`config.mk`:
```
export PLATFORM = sky130hd
export DESIGN_NAME = sram_scan_responder
export DESIGN_NICKNAME = d
export VERILOG_FILES = /design/src/rtl/sram_scan_responder.sv
export SDC_FILE = /design/constraint.sdc
export NUM_CORES = 1
export LEC_CHECK = 0
export ABC_CLOCK_PERIOD_IN_PS = 4100
export CAP_MARGIN = 20
export CORE_AREA = 2 2 451 453
export CTS_CLUSTER_SIZE = 8
export DETAILED_ROUTE_END_ITERATION = 12
export DIE_AREA = 0 0 453 455
export PLACE_DENSITY = 0.37
export SLEW_MARGIN = 20
export SYNTH_ARGS = -nofsm -noshare
export SYNTH_HDL_FRONTEND = slang
export SYNTH_SLANG_ARGS = --single-unit
```
`constraint.sdc`:
```
create_clock -name wb_clk_i -period 4.1 [get_ports wb_clk_i]
set_input_delay 0.82 -clock wb_clk_i [delete_from_list [all_inputs] [get_ports wb_clk_i]]
set_output_delay 0.82 -clock wb_clk_i [all_outputs]
set_load 0.01 [all_outputs]
```
`src/rtl/sram_scan_responder.sv`:
```
// Serial scan front end for the OpenRAM macro array: shift in a 112-bit command frame, drive one access, reload read data for shift-out.
// Optional feature macro SRAM_SCAN_ERR_EN adds the frame-length counter and the sticky frame_err_o checks.
module sram_scan_responder #(
  parameter int NUM_SRAM = 16,
  parameter int ADDR_W   = 16
) (
  input  logic                   wb_clk_i,
  input  logic                   wb_rst_i,
  input  logic                   scan_en_i,
  input  logic                   scan_in_i,
  output logic                   scan_out_o,
  input  logic                   sram_load_i,
  input  logic                   global_csb_i,
  output logic [NUM_SRAM-1:0]    sram_sel_o,
  output logic                   csb0_o,
  output logic                   web0_o,
  output logic [3:0]             wmask0_o,
  output logic [ADDR_W-1:0]      addr0_o,
  output logic [31:0]            din0_o,
  output logic                   csb1_o,
  output logic                   web1_o,
  output logic [3:0]             wmask1_o,
  output logic [ADDR_W-1:0]      addr1_o,
  output logic [31:0]            din1_o,
  input  logic [NUM_SRAM*32-1:0] dout0_i,
  input  logic [NUM_SRAM*32-1:0] dout1_i,
  output logic                   frame_err_o
);

  typedef struct packed {
    logic [3:0]  sel;
    logic [15:0] addr0;
    logic [31:0] din0;
    logic        csb0;
    logic        web0;
    logic [3:0]  wmask0;
    logic [15:0] addr1;
    logic [31:0] din1;
    logic        csb1;
    logic        web1;
    logic [3:0]  wmask1;
  } frame_t;

  typedef enum logic [1:0] {S_IDLE, S_ACCESS, S_READY} state_e;

  frame_t      sr_q, sr_d;
  state_e      state_q;
  logic [31:0] dout0_q, dout1_q;
  logic [3:0]  sel_q;
  logic        sel_ok_q, acc_csb0_q, acc_csb1_q;

  logic                strobe, frame_full, sel_ok, live, acc_en, shift, load;
  logic [NUM_SRAM-1:0] sel_oh;
  logic [31:0]         rd0, rd1;

  assign strobe = !global_csb_i && !scan_en_i && !wb_rst_i &&
                  (state_q == S_IDLE || state_q == S_READY);
  assign sel_ok = int'(sr_q.sel) < NUM_SRAM;
  assign live   = strobe && frame_full;
  assign shift  = scan_en_i && !sram_load_i;
  // A live strobe in READY takes precedence over a simultaneous load.
  assign load   = sram_load_i && state_q == S_READY && !live;

`ifdef SRAM_SCAN_ERR_EN
  logic [6:0] bit_cnt_q;
  logic       scan_en_prev_q, err_q;

  assign frame_full  = bit_cnt_q == 7'd112;
  assign acc_en      = live && sel_ok;
  assign frame_err_o = err_q;

  always_ff @(posedge wb_clk_i) begin
    if (wb_rst_i) begin
      bit_cnt_q      <= '0;
      scan_en_prev_q <= 1'b0;
      err_q          <= 1'b0;
    end else begin
      scan_en_prev_q <= scan_en_i;
      if (shift) begin
        if (!scan_en_prev_q)            bit_cnt_q <= 7'd1;
        else if (bit_cnt_q != 7'd112)   bit_cnt_q <= bit_cnt_q + 7'd1;
      end
      if ((strobe && !(frame_full && sel_ok)) ||
          (sram_load_i && state_q != S_READY) ||
          (scan_en_i && state_q == S_ACCESS))
        err_q <= 1'b1;
    end
  end
`else
  assign frame_full  = 1'b1;
  assign acc_en      = live;
  assign frame_err_o = 1'b0;
`endif

  always_comb begin
    sel_oh = '0;
    for (int k = 0; k < NUM_SRAM; k++) sel_oh[k] = (int'(sr_q.sel) == k);
  end

  always_comb begin
    rd0 = '0;
    rd1 = '0;
    for (int k = 0; k < NUM_SRAM; k++) begin
      if (int'(sel_q) == k) begin
        rd0 = dout0_i[k*32 +: 32];
        rd1 = dout1_i[k*32 +: 32];
      end
    end
  end

  assign sram_sel_o = live ? sel_oh : '0;
  assign csb0_o     = acc_en ? sr_q.csb0 : 1'b1;
  assign csb1_o     = acc_en ? sr_q.csb1 : 1'b1;
  assign web0_o     = sr_q.web0;
  assign wmask0_o   = sr_q.wmask0;
  assign addr0_o    = sr_q.addr0[ADDR_W-1:0];
  assign din0_o     = sr_q.din0;
  assign web1_o     = sr_q.web1;
  assign wmask1_o   = sr_q.wmask1;
  assign addr1_o    = sr_q.addr1[ADDR_W-1:0];
  assign din1_o     = sr_q.din1;
  assign scan_out_o = sr_q.sel[3];

  always_comb begin
    sr_d = sr_q;
    if (load) begin
      sr_d.din0 = dout0_q;
      sr_d.din1 = dout1_q;
    end else if (shift) begin
      sr_d = frame_t'({sr_q[110:0], scan_in_i});
    end
  end

  always_ff @(posedge wb_clk_i) begin
    if (wb_rst_i) begin
      sr_q       <= '0;
      state_q    <= S_IDLE;
      dout0_q    <= '0;
      dout1_q    <= '0;
      sel_q      <= '0;
      sel_ok_q   <= 1'b0;
      acc_csb0_q <= 1'b1;
      acc_csb1_q <= 1'b1;
    end else begin
      sr_q <= sr_d;
      unique case (state_q)
        S_IDLE, S_READY: begin
          if (live) begin
            state_q    <= S_ACCESS;
            sel_q      <= sr_q.sel;
            sel_ok_q   <= sel_ok;
            acc_csb0_q <= csb0_o;
            acc_csb1_q <= csb1_o;
          end else if (load) begin
            state_q <= S_IDLE;
          end
        end
        S_ACCESS: begin
          state_q <= S_READY;
          // No macro answers an out-of-range select, so read-back is forced to zero.
          if (!sel_ok_q) begin
            dout0_q <= '0;
            dout1_q <= '0;
          end else begin
            if (!acc_csb0_q) dout0_q <= rd0;
            if (!acc_csb1_q) dout1_q <= rd1;
          end
        end
        default: state_q <= S_IDLE;
      endcase
    end
  end

endmodule

```
# ---- Word level (Yosys, flattened, before mapping)
# Cells that the tools add are included.
dict set report totals {
  ff_bits 185
  input_bits 1030
  wordCells 120
}
dict set report op_classes {
  n_eq_ne 35
  n_mux 45
  bitwise_logic 1
  n_reduce_logical 21
}
# cell n
set op_table {}
lappend op_table {{$mux W32} 38}
lappend op_table {{$mux W92} 1}
lappend op_table {{$eq A4 B4 Y1 const B} 16}
lappend op_table {{$eq A4 B3 Y1 const B} 8}
lappend op_table {{$eq A4 B2 Y1 const B} 4}
lappend op_table {{$mux W16} 1}
lappend op_table {{$eq A4 B1 Y1 const B} 2}
lappend op_table {{$logic_not A4 Y1} 2}
lappend op_table {{$reduce_and A2 Y1} 4}
lappend op_table {{$logic_and A1 B1 Y1} 6}
lappend op_table {{$logic_not A1 Y1} 5}
lappend op_table {{$mux W2} 2}
lappend op_table {{$ne A2 B2 Y1 const B} 2}
lappend op_table {{$pmux W2 S2} 1}
lappend op_table {{$ne A3 B3 Y1 const B} 1}
lappend op_table {{$eq A2 B1 Y1 const B} 1}
lappend op_table {{$eq A2 B2 Y1 const B} 1}
lappend op_table {{$logic_not A2 Y1} 1}
lappend op_table {{$mux W1} 2}
lappend op_table {{$reduce_bool A2 Y1} 1}
lappend op_table {{$reduce_or A2 Y1} 1}
lappend op_table {{$logic_or A1 B1 Y1} 1}
lappend op_table {{$not A1 Y1} 1}

# ---- Depth between registers and ports, before layout
dict set report depth {
  depth_word 19
  mapped_depth 10
  ltp_nobuf 5
}

# ---- Worst setup path before layout
# No wires, ideal clock.
dict set report synth_path {
  path_kind {input port to output port}
  startpoint {input port wb_rst_i}
  endpoint {output port sram_sel_o[4]}
  arrival_time_ps 2273
  required_ps 3280
  slack_ps 1007
  cell_stages 7
  path_buffers 2
  path_cell_list {or4_1 buf_2 inv_1 buf_2 nand2_1 or2_1 nor3_1}
}
dict set report synth_via {
  elab_chain_cells 4
}
# item line
set synth_lines {}
lappend synth_lines {{start, declared} 8} ;# input logic wb_rst_i,
lappend synth_lines {{$logic_not A1 Y1} 56} ;# assign strobe = !global_csb_i && !scan_en_i && !wb_rst_i &&
lappend synth_lines {{$logic_and A1 B1 Y1 (2 in series)} 56}
lappend synth_lines {{$mux W16} 111} ;# assign sram_sel_o = live ? sel_oh : '0;
lappend synth_lines {{end, declared} 14} ;# output logic [NUM_SRAM-1:0] sram_sel_o,
# No other way between the ends.

# ---- Final worst setup path
dict set report layout_path {
  startpoint {input port scan_en_i}
  endpoint {output port sram_sel_o[4]}
}
dict set report layout_via {
  elab_chain_cells 5
}
# item line
set layout_lines {}
lappend layout_lines {{start, declared} 9} ;# input logic scan_en_i,
lappend layout_lines {{$logic_not A1 Y1} 56}
lappend layout_lines {{$logic_and A1 B1 Y1 (3 in series)} 56}
lappend layout_lines {{$mux W16} 111}
# No other way between the ends.

==> flow_summary.json <==
{
  "synth.area.top_cells": "dfxtp_1, mux4_2, a21oi_1",
  "path_class": "primary input to output pin",
  "ioPinCount": 1156,
  "synth_cells": 2256,
  "clock_sinks": 185,
  "ctsResizeCount": 0,
  "worstMarginPinSlew_ns": 1.03,
  "start_util": 0.0857,
  "hold_path.class": "flop to flop",
  "p_leak_nw": 9.84,
  "ys_ff_latch": 185,
  "p_seq_frac": 0.347,
  "clockBufferDepth": 2,
  "p_comb_frac": 0.304,
  "synth_fp_nets": 3286,
  "fp.dieW_um": 453,
  "path_max_fanout": 5,
  "clk_latency_ns": 0.53,
  "ys_seq_area_frac": 0.215,
  "crit_buf_inv": 3,
  "power.total_mw": 5.20,
  "vias": 23626,
  "finalNetCount": 4269,
  "crit_chain": "clkdlybuf4s50_1 -> or4_1 -> inv_1 -> nand2_1 -> or2_1 -> nor3_1 -> clkdlybuf4s50_1",
  "grt_use_total": 0.195,
  "ys_types": 76,
  "clock_power_share": 0.349,
  "drive_gt1_frac": 0.0990,
  "drtIter0Drc": 2100,
  "max_stage_delay_ns": 0.60,
  "ant_nets": 0,
  "synth_edf_count": 0,
  "slew_violations": 0,
  "vias_per_cell": 3.97,
  "cts_tree": "built",
  "post-cts-setup-buffers": 0,
  "drc": 0,
  "arrival_ns": 3.15,
  "required_ns": 3.28,
  "setup_viol": 0,
  "intPower_mw": 3.63,
  "grt_start_max_net_pins": 60,
  "post-route-period-util": 0.969,
  "syn_to_final_growth_pct": 87.6,
  "finalSetupTns_ns": 0,
  "hold_viol_final": 0,
  "core_mm2": 0.201,
  "rsz0062_at_grt": "no",
  "crit_slowest_cell": "or4_1",
  "power.density_mw_per_mm2": 161,
  "async_reset_ff_frac": 0,
  "drv_cap": 0,
  "overflow": 0,
  "fill_cells": 22927,
  "status": "complete, no violations",
  "crit_path_end_kind": "output pin",
  "dieArea_mm2": 0.206,
  "dominantRegCellSynth": "dfxtp_1",
  "p_sw_frac": 0.303,
  "cts_root_buffer": "clkbuf_16",
  "gp_congestion": 0.893,
  "detail_route.wirelength_um": 211000,
  "dr.pass1.iters": 6,
  "skew_ns": 0.0179,
  "port_buffers": 1154,
  "numCtsBuffers": 17,
  "htreeDepth": 4,
  "final_cell_mix": "clkdlybuf4s50_1, nand2_1, a21oi_1",
  "timing.fmax_ghz": 0.252,
  "slew_headroom": 0.293,
  "synth_top_area_frac": 0.215,
  "antenna_found_initial": 120,
  "ir_worst_vdd_mv": 0.242,
  "startpoint_type": "primary input",
  "holdBufCountCts": 0,
  "yosys_warnings": 0,
  "num_rows": 165,
  "synth_top_cell_by_area": "dfxtp_1",
  "fin_crit_ns": 3.97,
  "clk_pin_slew_ns": 0.09,
  "grt_first_pass_wirelength_um": 260000,
  "grt_pass1_vias": 23114,
  "netlist_area_mm2": 0.0172,
  "path_common_cell": "clkdlybuf4s50_1",
  "final_common_cell": "clkdlybuf4s50_1",
  "die_y_um": 455,
  "switching_power_mw": 1.57,
  "dpl.hpwl_um": 182000,
  "crit_family": "buffers and inverters",
  "avgSynthCellArea_um2": 7.64,
  "wire_per_inst_um": 35.4
}
-- routing by layer --
metal / part of all wire / up-vias / track usage / wire (um)
met5: 0.00091 / - / 0 / 192
met1: 0.41 / 11801 / 0.240 / 86700
met2: 0.51 / 1094 / 0.351 / 107000
met4: 0.028 / 30 / 0.0493 / 5900
met3: 0.050 / 218 / 0.0300 / 10600
li1: - / 10483 / - / -
-- state kept, by name, indices dropped and copies added (netlist names) --
signal and count:
dout1_q 32, acc_csb1_q 1, acc_csb0_q 1, web0_o 1, addr0_o 16, addr1_o 16, sel_q 4, web1_o 1
din1_o 32, din0_o 32, state_q 2, wmask1_o 4, dout0_q 32, sr_q 5, scan_out_o 1, wmask0_o 4
sel_ok_q 1
-- power groups by stage --
stage                     combinational (mW)  clock, mW  sequential, mW
after detailed placement                1.57          0            1.85
final                                   1.58       1.82            1.80
after CTS                               1.58       1.90            1.80
after floorplan                        0.255          0            1.84
after global placement                  1.57          0            1.85
after global routing                    1.64       1.94            1.80
-- logic make-up (layout without fill, tap and decap cells) --
family                 Yosys count  in the layout  synth area share
AO/OA/AOI/OAI                  903            903             0.351
buffers and inverters          360           1356             0.115
other                            1             27          0.000217
multiplexers                   181            181             0.156
AND/OR/NAND/NOR                626            626             0.163
flip-flops                     185            185             0.215
-- tightest hold or removal path, delay by kind of cell (launching register included) --
kind | cells | cell delay [ns]
flops | 1 | 0.34
simple gates | 1 | 0.05
compound gates | 1 | 0.05
-- Yosys cell counts, types with 17 or more instances --
library cell and n:
a211oi_1 37, a21oi_1 280, a221o_1 31, a22o_1 26, a22oi_1 145, buf_2 84
buf_4 129, clkbuf_1 112, dfxtp_1 185, inv_1 18, mux2_2 33, mux2i_1 81
mux4_2 67, nand2_1 296, nand2b_1 34, nand3_1 21, nor2_1 152, nor2b_1 17
nor3_1 47, o21ai_0 113, o22ai_1 58, o31ai_1 18
-- final cells by class --
cell class,count,area (um2),area share
Antenna cell,26,65.1,0.00201
Clock buffer,17,425,0.0132
Clock inverter,15,163,0.00503
Inverter,19,71.3,0.00221
Multi-Input combinational cell,1711,11700,0.361
Sequential cell,185,3720,0.115
Tap cell,2672,3340,0.103
Timing Repair Buffer,1305,12900,0.398
-- worst paths after layout --
path	depth (start not counted)	slack (ns)	to	startpoint
worst max-delay path	7	0.13	sram_sel_o[4]	scan_en_i
worst min-delay path	2	0.46	dout1_q[19]	dout1_q[19]
worst max register to register	7	0.53	dout0_q[24]	sel_q[1]
worst min register to register	2	0.46	dout1_q[19]	dout1_q[19]
-- stage by stage --
stage / utilization / setup slack, ns / instance area (um2) / instances / hold slack [ns]
2_1_floorplan: - / 1.01 / 17200 / 2256 / 0.426
3_3_place_gp: 0.157 / 0.100 / 31700 / 5891 / 0.446
3_5_place_dp: 0.157 / 0.119 / 31700 / 5892 / 0.451
4_1_cts: 0.160 / 0.0985 / 32300 / 5924 / 0.472
5_1_grt: 0.161 / 0.0429 / 32300 / 5938 / 0.491
6_report: 0.161 / 0.129 / 32300 / 5950 / 0.464
Power figures use the tool's default switching activity.
